==> src/rtl/uart_port_sharer_pkg.sv <==
// Shared types and constants for the CoreUART port sharer.
// Contents: FSM state encoding, rx_err bit positions, settle-counter width.
// Imported by uart_port_sharer and uart_rr_lock_arb.
package uart_port_sharer_pkg;

  typedef enum logic [2:0] {
    ST_IDLE    = 3'd0,
    ST_WRITE   = 3'd1,
    ST_TX_WAIT = 3'd2,
    ST_READ    = 3'd3,
    ST_RX_WAIT = 3'd4
  } state_e;

  // Bit positions inside rx_err
  localparam int RX_ERR_PAR = 0;
  localparam int RX_ERR_FRM = 1;
  localparam int RX_ERR_OVF = 2;

  // Settle counters hold values 0..6 (TX_SETTLE/RX_SETTLE <= 7)
  localparam int SETTLE_W = 3;

endpackage

==> src/rtl/uart_rr_lock_arb.sv <==
// Two-way round-robin arbiter that locks onto the winner for a whole packet.
// Ports: i_valid/i_last per requester, i_accept (winner's byte taken this cycle),
//        i_timeout (revoke lock); o_winner one-hot eligible requester, o_grant lock owner.
module uart_rr_lock_arb
  import uart_port_sharer_pkg::*;
(
  input  logic       i_clk,
  input  logic       i_rst_n,
  input  logic [1:0] i_valid,
  input  logic [1:0] i_last,
  input  logic       i_accept,
  input  logic       i_timeout,
  output logic [1:0] o_winner,
  output logic [1:0] o_grant
);

  logic [1:0] r_grant;
  logic       r_ptr;      // 0: requester 0 preferred on a tie
  logic [1:0] w_winner;
  logic       w_win_idx;

  // While locked only the owner may be chosen; otherwise the pointer breaks ties.
  always_comb begin
    w_winner = 2'b00;
    if (r_grant != 2'b00)
      w_winner = r_grant & i_valid;
    else if (i_valid == 2'b11)
      w_winner = r_ptr ? 2'b10 : 2'b01;
    else
      w_winner = i_valid;
  end

  assign w_win_idx = w_winner[1];

  always_ff @(posedge i_clk or negedge i_rst_n) begin
    if (!i_rst_n) begin
      r_grant <= 2'b00;
      r_ptr   <= 1'b0;
    end else if (i_accept) begin
      if (i_last[w_win_idx]) begin
        // End of packet (or single-byte packet): release and favour the other side
        r_grant <= 2'b00;
        r_ptr   <= ~w_win_idx;
      end else begin
        r_grant <= w_winner;
      end
    end else if (i_timeout) begin
      r_grant <= 2'b00;
      r_ptr   <= ~r_grant[1];
    end
  end

  assign o_winner = w_winner;
  assign o_grant  = r_grant;

endmodule

==> src/rtl/uart_port_sharer.sv <==
// Sequences CoreUART CSN/WEN/OEN accesses for two TX requesters and one RX consumer.
// Ports: req_* byte streams in, rx_* byte + error flags out (valid/ready), uart_* to the UART.
// Optional: define UART_PORT_SHARER_TIMEOUT_EN to revoke a starved mid-packet grant.
module uart_port_sharer
  import uart_port_sharer_pkg::*;
#(
  parameter int TX_SETTLE      = 2,
  parameter int RX_SETTLE      = 2,
  parameter int TIMEOUT_CYCLES = 1024
) (
  input  logic        CLK,
  input  logic        RESET_N,
  input  logic [1:0]  req_valid,
  input  logic [15:0] req_data,
  input  logic [1:0]  req_last,
  output logic [1:0]  req_ready,
  output logic [1:0]  grant,
  output logic        rx_valid,
  output logic [7:0]  rx_data,
  output logic [2:0]  rx_err,
  input  logic        rx_ready,
  output logic        uart_csn,
  output logic        uart_wen,
  output logic        uart_oen,
  output logic [7:0]  uart_wdata,
  input  logic [7:0]  uart_rdata,
  input  logic        uart_txrdy,
  input  logic        uart_rxrdy,
  input  logic        uart_perr,
  input  logic        uart_ferr,
  input  logic        uart_ovf,
  output logic        timeout_pulse
);

  state_e              r_state;
  logic [SETTLE_W-1:0] r_settle;
  logic                r_csn;
  logic                r_wen;
  logic                r_oen;
  logic [7:0]          r_wdata;
  logic                r_rx_valid;
  logic [7:0]          r_rx_data;
  logic [2:0]          r_rx_err;

  logic [1:0]          w_winner;
  logic [1:0]          w_grant;
  logic                w_rd_go;
  logic                w_wr_go;
  logic                w_accept;
  logic                w_timeout;
  logic [7:0]          w_wr_byte;
  logic [2:0]          w_err;

  // RX has priority so the UART receive buffer cannot overflow behind TX traffic.
  assign w_rd_go   = uart_rxrdy & ~r_rx_valid;
  assign w_wr_go   = ~w_rd_go & uart_txrdy & (w_winner != 2'b00);
  assign w_accept  = (r_state == ST_IDLE) & w_wr_go;
  assign req_ready = w_accept ? w_winner : 2'b00;
  assign w_wr_byte = w_winner[1] ? req_data[15:8] : req_data[7:0];

  always_comb begin
    w_err             = 3'b000;
    w_err[RX_ERR_PAR] = uart_perr;
    w_err[RX_ERR_FRM] = uart_ferr;
    w_err[RX_ERR_OVF] = uart_ovf;
  end

  uart_rr_lock_arb u_arb (
    .i_clk     (CLK),
    .i_rst_n   (RESET_N),
    .i_valid   (req_valid),
    .i_last    (req_last),
    .i_accept  (w_accept),
    .i_timeout (w_timeout),
    .o_winner  (w_winner),
    .o_grant   (w_grant)
  );

  // Strobes are registered so an async reset forces them high immediately.
  always_ff @(posedge CLK or negedge RESET_N) begin
    if (!RESET_N) begin
      r_state  <= ST_IDLE;
      r_settle <= '0;
      r_csn    <= 1'b1;
      r_wen    <= 1'b1;
      r_oen    <= 1'b1;
      r_wdata  <= 8'h00;
    end else begin
      case (r_state)
        ST_IDLE: begin
          if (w_rd_go) begin
            r_state <= ST_READ;
            r_csn   <= 1'b0;
            r_oen   <= 1'b0;
          end else if (w_wr_go) begin
            r_state <= ST_WRITE;
            r_csn   <= 1'b0;
            r_wen   <= 1'b0;
            r_wdata <= w_wr_byte;
          end
        end
        ST_WRITE: begin
          r_state  <= ST_TX_WAIT;
          r_csn    <= 1'b1;
          r_wen    <= 1'b1;
          r_settle <= '0;
        end
        ST_TX_WAIT: begin
          if (r_settle == SETTLE_W'(TX_SETTLE - 1)) r_state <= ST_IDLE;
          else r_settle <= r_settle + 1'b1;
        end
        ST_READ: begin
          r_state  <= ST_RX_WAIT;
          r_csn    <= 1'b1;
          r_oen    <= 1'b1;
          r_settle <= '0;
        end
        ST_RX_WAIT: begin
          if (r_settle == SETTLE_W'(RX_SETTLE - 1)) r_state <= ST_IDLE;
          else r_settle <= r_settle + 1'b1;
        end
        default: r_state <= ST_IDLE;
      endcase
    end
  end

  // READ is only entered with the output register empty, so capture never collides with a drain.
  always_ff @(posedge CLK or negedge RESET_N) begin
    if (!RESET_N) begin
      r_rx_valid <= 1'b0;
      r_rx_data  <= 8'h00;
      r_rx_err   <= 3'b000;
    end else if (r_state == ST_READ) begin
      r_rx_valid <= 1'b1;
      r_rx_data  <= uart_rdata;
      r_rx_err   <= w_err;
    end else if (r_rx_valid && rx_ready) begin
      r_rx_valid <= 1'b0;
    end
  end

`ifdef UART_PORT_SHARER_TIMEOUT_EN
  localparam int TO_W = $clog2(TIMEOUT_CYCLES + 1);

  logic [TO_W-1:0] r_to_cnt;
  logic            r_to_pulse;
  logic            w_starve;

  // Starving: a packet is open but its owner has nothing to offer.
  assign w_starve  = (w_grant != 2'b00) && ((w_grant & req_valid) == 2'b00);
  assign w_timeout = w_starve && (r_to_cnt == TO_W'(TIMEOUT_CYCLES - 1));

  always_ff @(posedge CLK or negedge RESET_N) begin
    if (!RESET_N) begin
      r_to_cnt   <= '0;
      r_to_pulse <= 1'b0;
    end else begin
      r_to_pulse <= w_timeout;
      if (w_accept || w_timeout || (w_grant == 2'b00)) r_to_cnt <= '0;
      else if (w_starve) r_to_cnt <= r_to_cnt + 1'b1;
    end
  end

  assign timeout_pulse = r_to_pulse;
`else
  assign w_timeout     = 1'b0;
  assign timeout_pulse = 1'b0;
`endif

  assign grant      = w_grant;
  assign rx_valid   = r_rx_valid;
  assign rx_data    = r_rx_data;
  assign rx_err     = r_rx_err;
  assign uart_csn   = r_csn;
  assign uart_wen   = r_wen;
  assign uart_oen   = r_oen;
  assign uart_wdata = r_wdata;

endmodule

==> config.mk <==
export PLATFORM = sky130hd
export DESIGN_NAME = uart_port_sharer
export DESIGN_NICKNAME = d
export VERILOG_FILES = /design/src/rtl/uart_port_sharer_pkg.sv /design/src/rtl/uart_rr_lock_arb.sv /design/src/rtl/uart_port_sharer.sv
export SDC_FILE = /design/constraint.sdc
export NUM_CORES = 1
export LEC_CHECK = 0
export ABC_CLOCK_PERIOD_IN_PS = 1500
export BUFFER_PORTS_ARGS = -buffer_cell sky130_fd_sc_hd__clkbuf_2
export CORE_MARGIN = 2
export CORE_UTILIZATION = 44
export DETAILED_ROUTE_END_ITERATION = 8
export GPL_ROUTABILITY_DRIVEN = 1
export PLACE_DENSITY_LB_ADDON = 0.1
export SLEW_MARGIN = 10
export SYNTH_ARGS = -nofsm -noshare
export SYNTH_HDL_FRONTEND = slang
export SYNTH_SLANG_ARGS = --single-unit
==> constraint.sdc <==
create_clock -name CLK -period 1.5 [get_ports CLK]
set_clock_uncertainty 0.1 [all_clocks]
set_input_delay 0.075 -clock CLK [delete_from_list [all_inputs] [get_ports CLK]]
set_output_delay 0.075 -clock CLK [all_outputs]
set_load 0.01 [all_outputs]
### Word level (Yosys, flattened, before mapping)

Index checks and enable logic that the tools add are counted.
Widths: inputs -> output; s select.

| operators by class | value |
|---|---|
| add/sub/neg operators | 1 |
| eq/ne operators | 12 |
| bitwise gates (word level) | 8 |
| muxes and demuxes | 23 |
| reductions and logical operators | 18 |
| order comparisons | 1 |

Operators with widths:

| kind | count |
|---|---|
| $reduce_bool 2->1 | 7 |
| $mux 3 | 4 |
| $pmux 3 s4 | 1 |
| $mux 2 | 5 |
| $reduce_and 2->1 | 5 |
| $mux 1 | 8 |
| $mux 8 | 1 |
| $ne 2x2->1 const B | 4 |
| $eq 3x1->1 const B | 2 |
| $eq 3x2->1 const B | 2 |
| $pmux 1 s2 | 3 |
| $pmux 3 s2 | 1 |
| $reduce_and 3->1 | 2 |
| $and 1x1->1 | 4 |
| $reduce_or 2->1 | 2 |
| $add 3x1->3 const B | 1 |
| $eq 3x3->1 const B | 1 |
| $logic_not 3->1 | 1 |
| $ne 3x3->1 const B | 1 |
| $not 1->1 | 3 |
| $and 2x2->2 | 1 |
| $eq 2x2->1 const B | 1 |
| $lt 1x2->1 const B | 1 |
| $ne 2x1->1 const B | 1 |
| $logic_and 1x1->1 | 1 |

| storage, ports and cells | value |
|---|---|
| input bits | 36 |
| output and inout port bits | 28 |
| word-level logic and storage cells | 74 |
| register bits after elaboration | 32 |

### Depth between registers and ports, before layout

| depth | value |
|---|---|
| word-level depth | 8 |
| gate-level depth with buffers | 7 |
| depth with buffers taken out | 6 |

### Hierarchy

Synthesis repeated with hierarchy kept, for this count alone.

| unflattened totals | value |
|---|---|
| cells, all modules | 138 |
| area, all modules | 1,677.9 µm² |

Modules (own cells, without submodules):

| module | cells an instance | instances | area an instance (µm²) |
|---|---|---|---|
| uart_port_sharer | 114 | 1 | 1,455.1 |
| uart_rr_lock_arb | 24 | 1 | 222.7 |

### Least setup slack after synthesis

No wires, ideal clock.

| timing path | value |
|---|---|
| kind | register to register |
| start | register u_arb.r_grant[1], in the netlist u_arb.o_grant[1] |
| end | register u_arb.r_grant[1], in the netlist u_arb.o_grant[1] |
| setup time | 125 ps |
| path slack | -139 ps |
| buffers on the path | 0 |
| stages on the path, launching flop included | 5 |
| data arrival time | 1,414 ps |
| cells stage by stage | dfrtp_1 -> or3b_4 -> nand3_2 -> nor3_4 -> mux2_4 |

| between the ends | value |
|---|---|
| word-level cells in the longest chain between the ends | 5 |
| elaborated cells between the ends (all ways) | 9 |
| those cells by class | mux (4); bitwise (3); reduce/logical (2) |

RTL lines:

| element | line | text |
|---|---|---|
| start: declaration | uart_rr_lock_arb.sv:17 | `logic [1:0] r_grant;` |
| start signal: assignment | uart_rr_lock_arb.sv:45 | `r_grant <= w_winner;` |
| $and 2x2->2 or $reduce_bool 2->1 (tied branches) | uart_rr_lock_arb.sv:26, uart_rr_lock_arb.sv:25 |  |
| $mux 2 (*) | uart_rr_lock_arb.sv:25 | `if (r_grant != 2'b00)` |
| $mux 1 (implied by the code) or $reduce_bool 2->1 (tied branches) | uart_rr_lock_arb.sv:40, uart_port_sharer.sv:56 |  |
| $mux 1 (implied by the code) or $and 1x1->1 (tied branches) | uart_rr_lock_arb.sv:40, uart_port_sharer.sv:56 |  |
| $mux 2 or $and 1x1->1 (tied branches) | uart_rr_lock_arb.sv:40, uart_port_sharer.sv:57 |  |

Every way passes the cells marked *; elsewhere a longest branch is shown, timed or not. The select of a mux whose other input is x is not followed.
A chain may end at the register's enable or synchronous reset.

### Worst setup path in the final report

| timing path | value |
|---|---|
| start | register u_arb.r_grant[0], in the netlist u_arb.o_grant[0] |
| end | output req_ready[0] |

| between the ends | value |
|---|---|
| word-level cells in the longest chain between the ends | 6 |
| elaborated cells between the ends (all ways) | 7 |
| those cells by class | mux (2); bitwise (3); reduce/logical (2) |

RTL lines:

| element | line | text |
|---|---|---|
| $and 2x2->2 or $reduce_bool 2->1 (tied branches) | uart_rr_lock_arb.sv:26, uart_rr_lock_arb.sv:25 |  |
| $mux 2 (*) | uart_rr_lock_arb.sv:25 |  |
| $reduce_bool 2->1 | uart_port_sharer.sv:56 | `assign w_wr_go = ~w_rd_go & uart_txrdy & (w_winner != 2'b00);` |
| $and 1x1->1 | uart_port_sharer.sv:56 |  |
| $and 1x1->1 | uart_port_sharer.sv:57 | `assign w_accept = (r_state == ST_IDLE) & w_wr_go;` |
| $mux 2 (*) | uart_port_sharer.sv:58 | `assign req_ready = w_accept ? w_winner : 2'b00;` |
| end: declaration | uart_port_sharer.sv:16 | `output logic [1:0] req_ready,` |

Every way passes the cells marked *; elsewhere a longest branch is shown, timed or not.

==> summary.txt <==
Status
  – Run status: finished with violations
  – Failing checks: negative setup slack

Timing
  – Final Critical Period: 1.70 ns
  – Fin. Hold Viols: 0
  – Hold_ws: 0.00840 ns
  – Fin Setup TNS: -1.84 ns
  – Final Worst Setup Slack: -0.199 ns
  – Max transition margin: 63.2%
  – RSZ-0062 raised after global routing: true
  – Max Clock Freq: 588 MHz
  – Slew at the pin closest to its max-slew limit: 0.552 ns
  – Final setup vio count: 17
  – Final period utilization: 113%
  – Final Max Slew Viols: 0

Critical path
  – CP Launch Type: register
  – Critical Path Slowest Stage Cell: dfrtp_1
  – Reg2Reg Capture Point: uart_wdata[3]$_DFFE_PN0P_
  – Type of the worst setup path: register to output port
  – Critical Path RT: 1.32 ns
  – CP top delay family: simple AND/OR/NAND/NOR gates
  – Worst-path cell chain: or3b_4 > and3_4 > nand3_2 > nor2_1 > buf_2
  – CP arrival: 1.52 ns
  – FF-to-FF setup slack: -0.18 ns
  – Critical Path Max Stage Delay: 0.40 ns
  – Path depth of the worst reg2reg path: 6
  – Crit path capture type: output port
  – Critical path buffer and inverter count: 1
  – CP Max Fanout: 3
  – R2r startpoint: u_arb.o_grant[0]$_DFFE_PN0N_

Pwr
  – Pwr Total: 4.98 mW
  – Pwr dens: 1880 mW/mm^2
  – Static leakage: 1.29 nW
  – Maximum VDD drop: 1.00 mV

Synth
  – Flops & latches, synth: 32
  – Synth Cell Area: 0.00168 sq mm
  – Synth warn: 0
  – Top post-synthesis cells by area: dfrtp_1 43%, mux2_2 5.4%, mux2i_1 4.8%, dfstp_2 4.7%, a21oi_1 4.5%
  – Syn Inst Count: 157
  – Number of synthesized flops with an enable pin: 0
  – Synth top area share: 43.3%
  – Yosys cell types: 43
  – Cell taking the most area after synthesis: dfrtp_1
  – Post-synth ARST share: 100%
  – Post-synth net total: 195
  – Synthesized area per cell: 10.7 sq um
  – Sequential share of the synthesized area: 48.0%
  – Top FF cell, synth: dfrtp_1

Hold path
  – Hold Path Depth: 3
  – HP Class: input port to register
  – Hold Crit Start: req_data[14]
  – Hold Path End: uart_wdata[6]$_DFFE_PN0P_

Clock network
  – Sink Count: 32
  – CTS root buf: clkbuf_8
  – Clk slew on worst S/H paths: 0.06 ns
  – Clk_lat worst skew: 0.28 ns
  – Clock buffer count from CTS: 5
  – CTS HTree Levels: 2
  – Clock Path Buffers: 2
  – CTS tree: built

GRT
  – Largest net degree at the start of global routing: 24
  – Vias in the first global route: 1,504
  – Tot GR Track Use: 20.8%
  – Initial antenna violation count: 0
  – Remaining Overflow, GRT: 0
  – First-pass GRT wire length: 6760 microns

Routing
  – Routed WL per cell: 14.6 microns
  – 1st-iter DRT viols: 62
  – Met1 WL: 1790 microns
  – Highest metal used: met4
  – WL final: 4510 microns
  – Routed via count: 1,596
  – Post-DRT Antenna Nets: 0
  – WL met2: 2440 microns
  – Router iterations before antenna repair: 4
  – Post-route DRC: 0
  – Met3 Routed Length: 202 microns
  – Vias per inst: 5.17

Cells and area
  – Area grow syn2layout: 58.3%
  – Fillers: 270
  – Register area: 807 sq um
  – Final non-filler cell total: 309
  – Multi-input logic area: 932 sq um
  – Share of cells above drive strength 1: 53.6%
  – N_diodes: 0
  – # nets final: 300

Die
  – Die area: 0.00432 sq mm
  – I/O pins: 64
  – CORE AREA: 0.00366 sq mm
  – Initial Util: 45.8%
  – Die height: 65.7 microns
  – # rows: 22
  – Horiz. Die Dim: 65.7 microns

Place
  – DP HPWL: 3070 microns
  – Placer's final routability congestion estimate: 0.833
  – Placed insts: 280
  – Port Buf Inserts: 62

Run
  – Max-cap violations: 0
-- tightest hold or removal path, cell delays in order --
cell      delay, ns
clkbuf_2       0.08
mux2i_1        0.06
a21oi_1        0.14
-- cell type report --
type | count | area share, %
multi-input combinational | 108 | 35.2
clock buffer | 6 | 2.74
sequential | 32 | 30.4
tap | 48 | 2.27
timing repair buffer | 108 | 28.4
inverter | 7 | 0.991
-- worst max-delay path by stage --
stage                                       from                           end  slack, ns  cells after the start
floorplan           u_arb.o_grant[1]$_DFFE_PN0N_  u_arb.o_grant[1]$_DFFE_PN0N_      -0.11                      4
global placement    u_arb.o_grant[0]$_DFFE_PN0N_       u_arb.r_ptr$_DFFE_PN0P_      -0.06                      4
detailed placement       r_settle[1]$_DFFE_PN0P_       r_settle[1]$_DFFE_PN0P_      -0.11                      6
CTS                 u_arb.o_grant[0]$_DFFE_PN0N_                  req_ready[0]      -0.21                      5
global route              r_state[2]$_DFFE_PN0P_                  req_ready[1]      -0.26                      6
finish              u_arb.o_grant[0]$_DFFE_PN0N_                  req_ready[0]      -0.20                      5
-- routing by layer --
layer	vias to the layer above	GRT usage, %
met5	-	0
met4	0	8.85
met3	9	4.79
met2	55	36.9
met1	755	23.9
li1	777	-
-- Yosys cell counts, drive strengths merged (2+ instances only) --
cell type and number:
inv 7, mux2i 8, o21ai 4, o41ai 2, nor3b 2, a31oi 11
nor2 11, a21oi 15, dfstp 3, and3 3, nor2b 4, clkbuf 4
ha 2, mux2 13, nor3 3, dfrtp 29, buf 6, nand3 4
nand2b 5, nand2 6, o311ai 3
-- metrics by stage --
| step | setup WS, ns | util (%) | cell area, sq um |
|---|---|---|---|
| global route | -0.255 | 72.4 | 2650 |
| CTS | -0.211 | 67.5 | 2470 |
| global placement | -0.0563 | 60.0 | 2200 |
| floorplan | -0.113 | - | 1690 |
| detailed placement | -0.114 | 60.0 | 2200 |
| finish | -0.199 | 72.4 | 2650 |
-- report_power, final --
group | switching [mW] | internal, mW | leakage [nW] | total [mW]
Clock | 0.281 | 0.308 | 0.0371 | 0.590
Combinational | 1.36 | 1.45 | 0.875 | 2.81
Sequential | 0.274 | 1.31 | 0.374 | 1.58
-- flip-flops by register name, indices dropped and copies added (netlist names) --
name	count
rx_valid	1
rx_data	8
r_settle	3
rx_err	3
u_arb.o_grant	2
u_arb.r_ptr	1
uart_oen	1
uart_wdata	8
uart_csn	1
uart_wen	1
r_state	3
-- repair_timing --
action / in CTS / in global routing
hold buffers: 13 / 0
setup endpoints to repair: 16 / 29
resized for setup: 9 / 26
setup buffers: 3 / 6
pin swaps: 11 / 11
cloned: 0 / 1
endpoints found under the hold margin: 31 / 0
-- cells in the final DEF (no fill, tap or decap), types with 5 or more instances in the layout --
| cell type | n |
|---|---|
| a21oi_1 | 13 |
| a31oi_1 | 7 |
| buf_4 | 25 |
| clkbuf_2 | 60 |
| clkbuf_8 | 5 |
| dfrtp_1 | 27 |
| dlygate4sd3_1 | 13 |
| inv_1 | 6 |
| mux2_2 | 8 |
| mux2i_1 | 8 |
| nand2_1 | 6 |
| nor2_1 | 11 |
-- cells by family after synthesis --
| group | count (synthesis) | synth area share [%] |
|---|---|---|
| other cells | 1 | 0.224 |
| flops | 32 | 48.0 |
| fa+ha+maj | 2 | 1.49 |
| mux | 21 | 14.0 |
| compound gates | 44 | 17.6 |
| buf+inv | 17 | 4.93 |
| simple gates | 40 | 13.8 |
(Power assumes the default switching activity.)
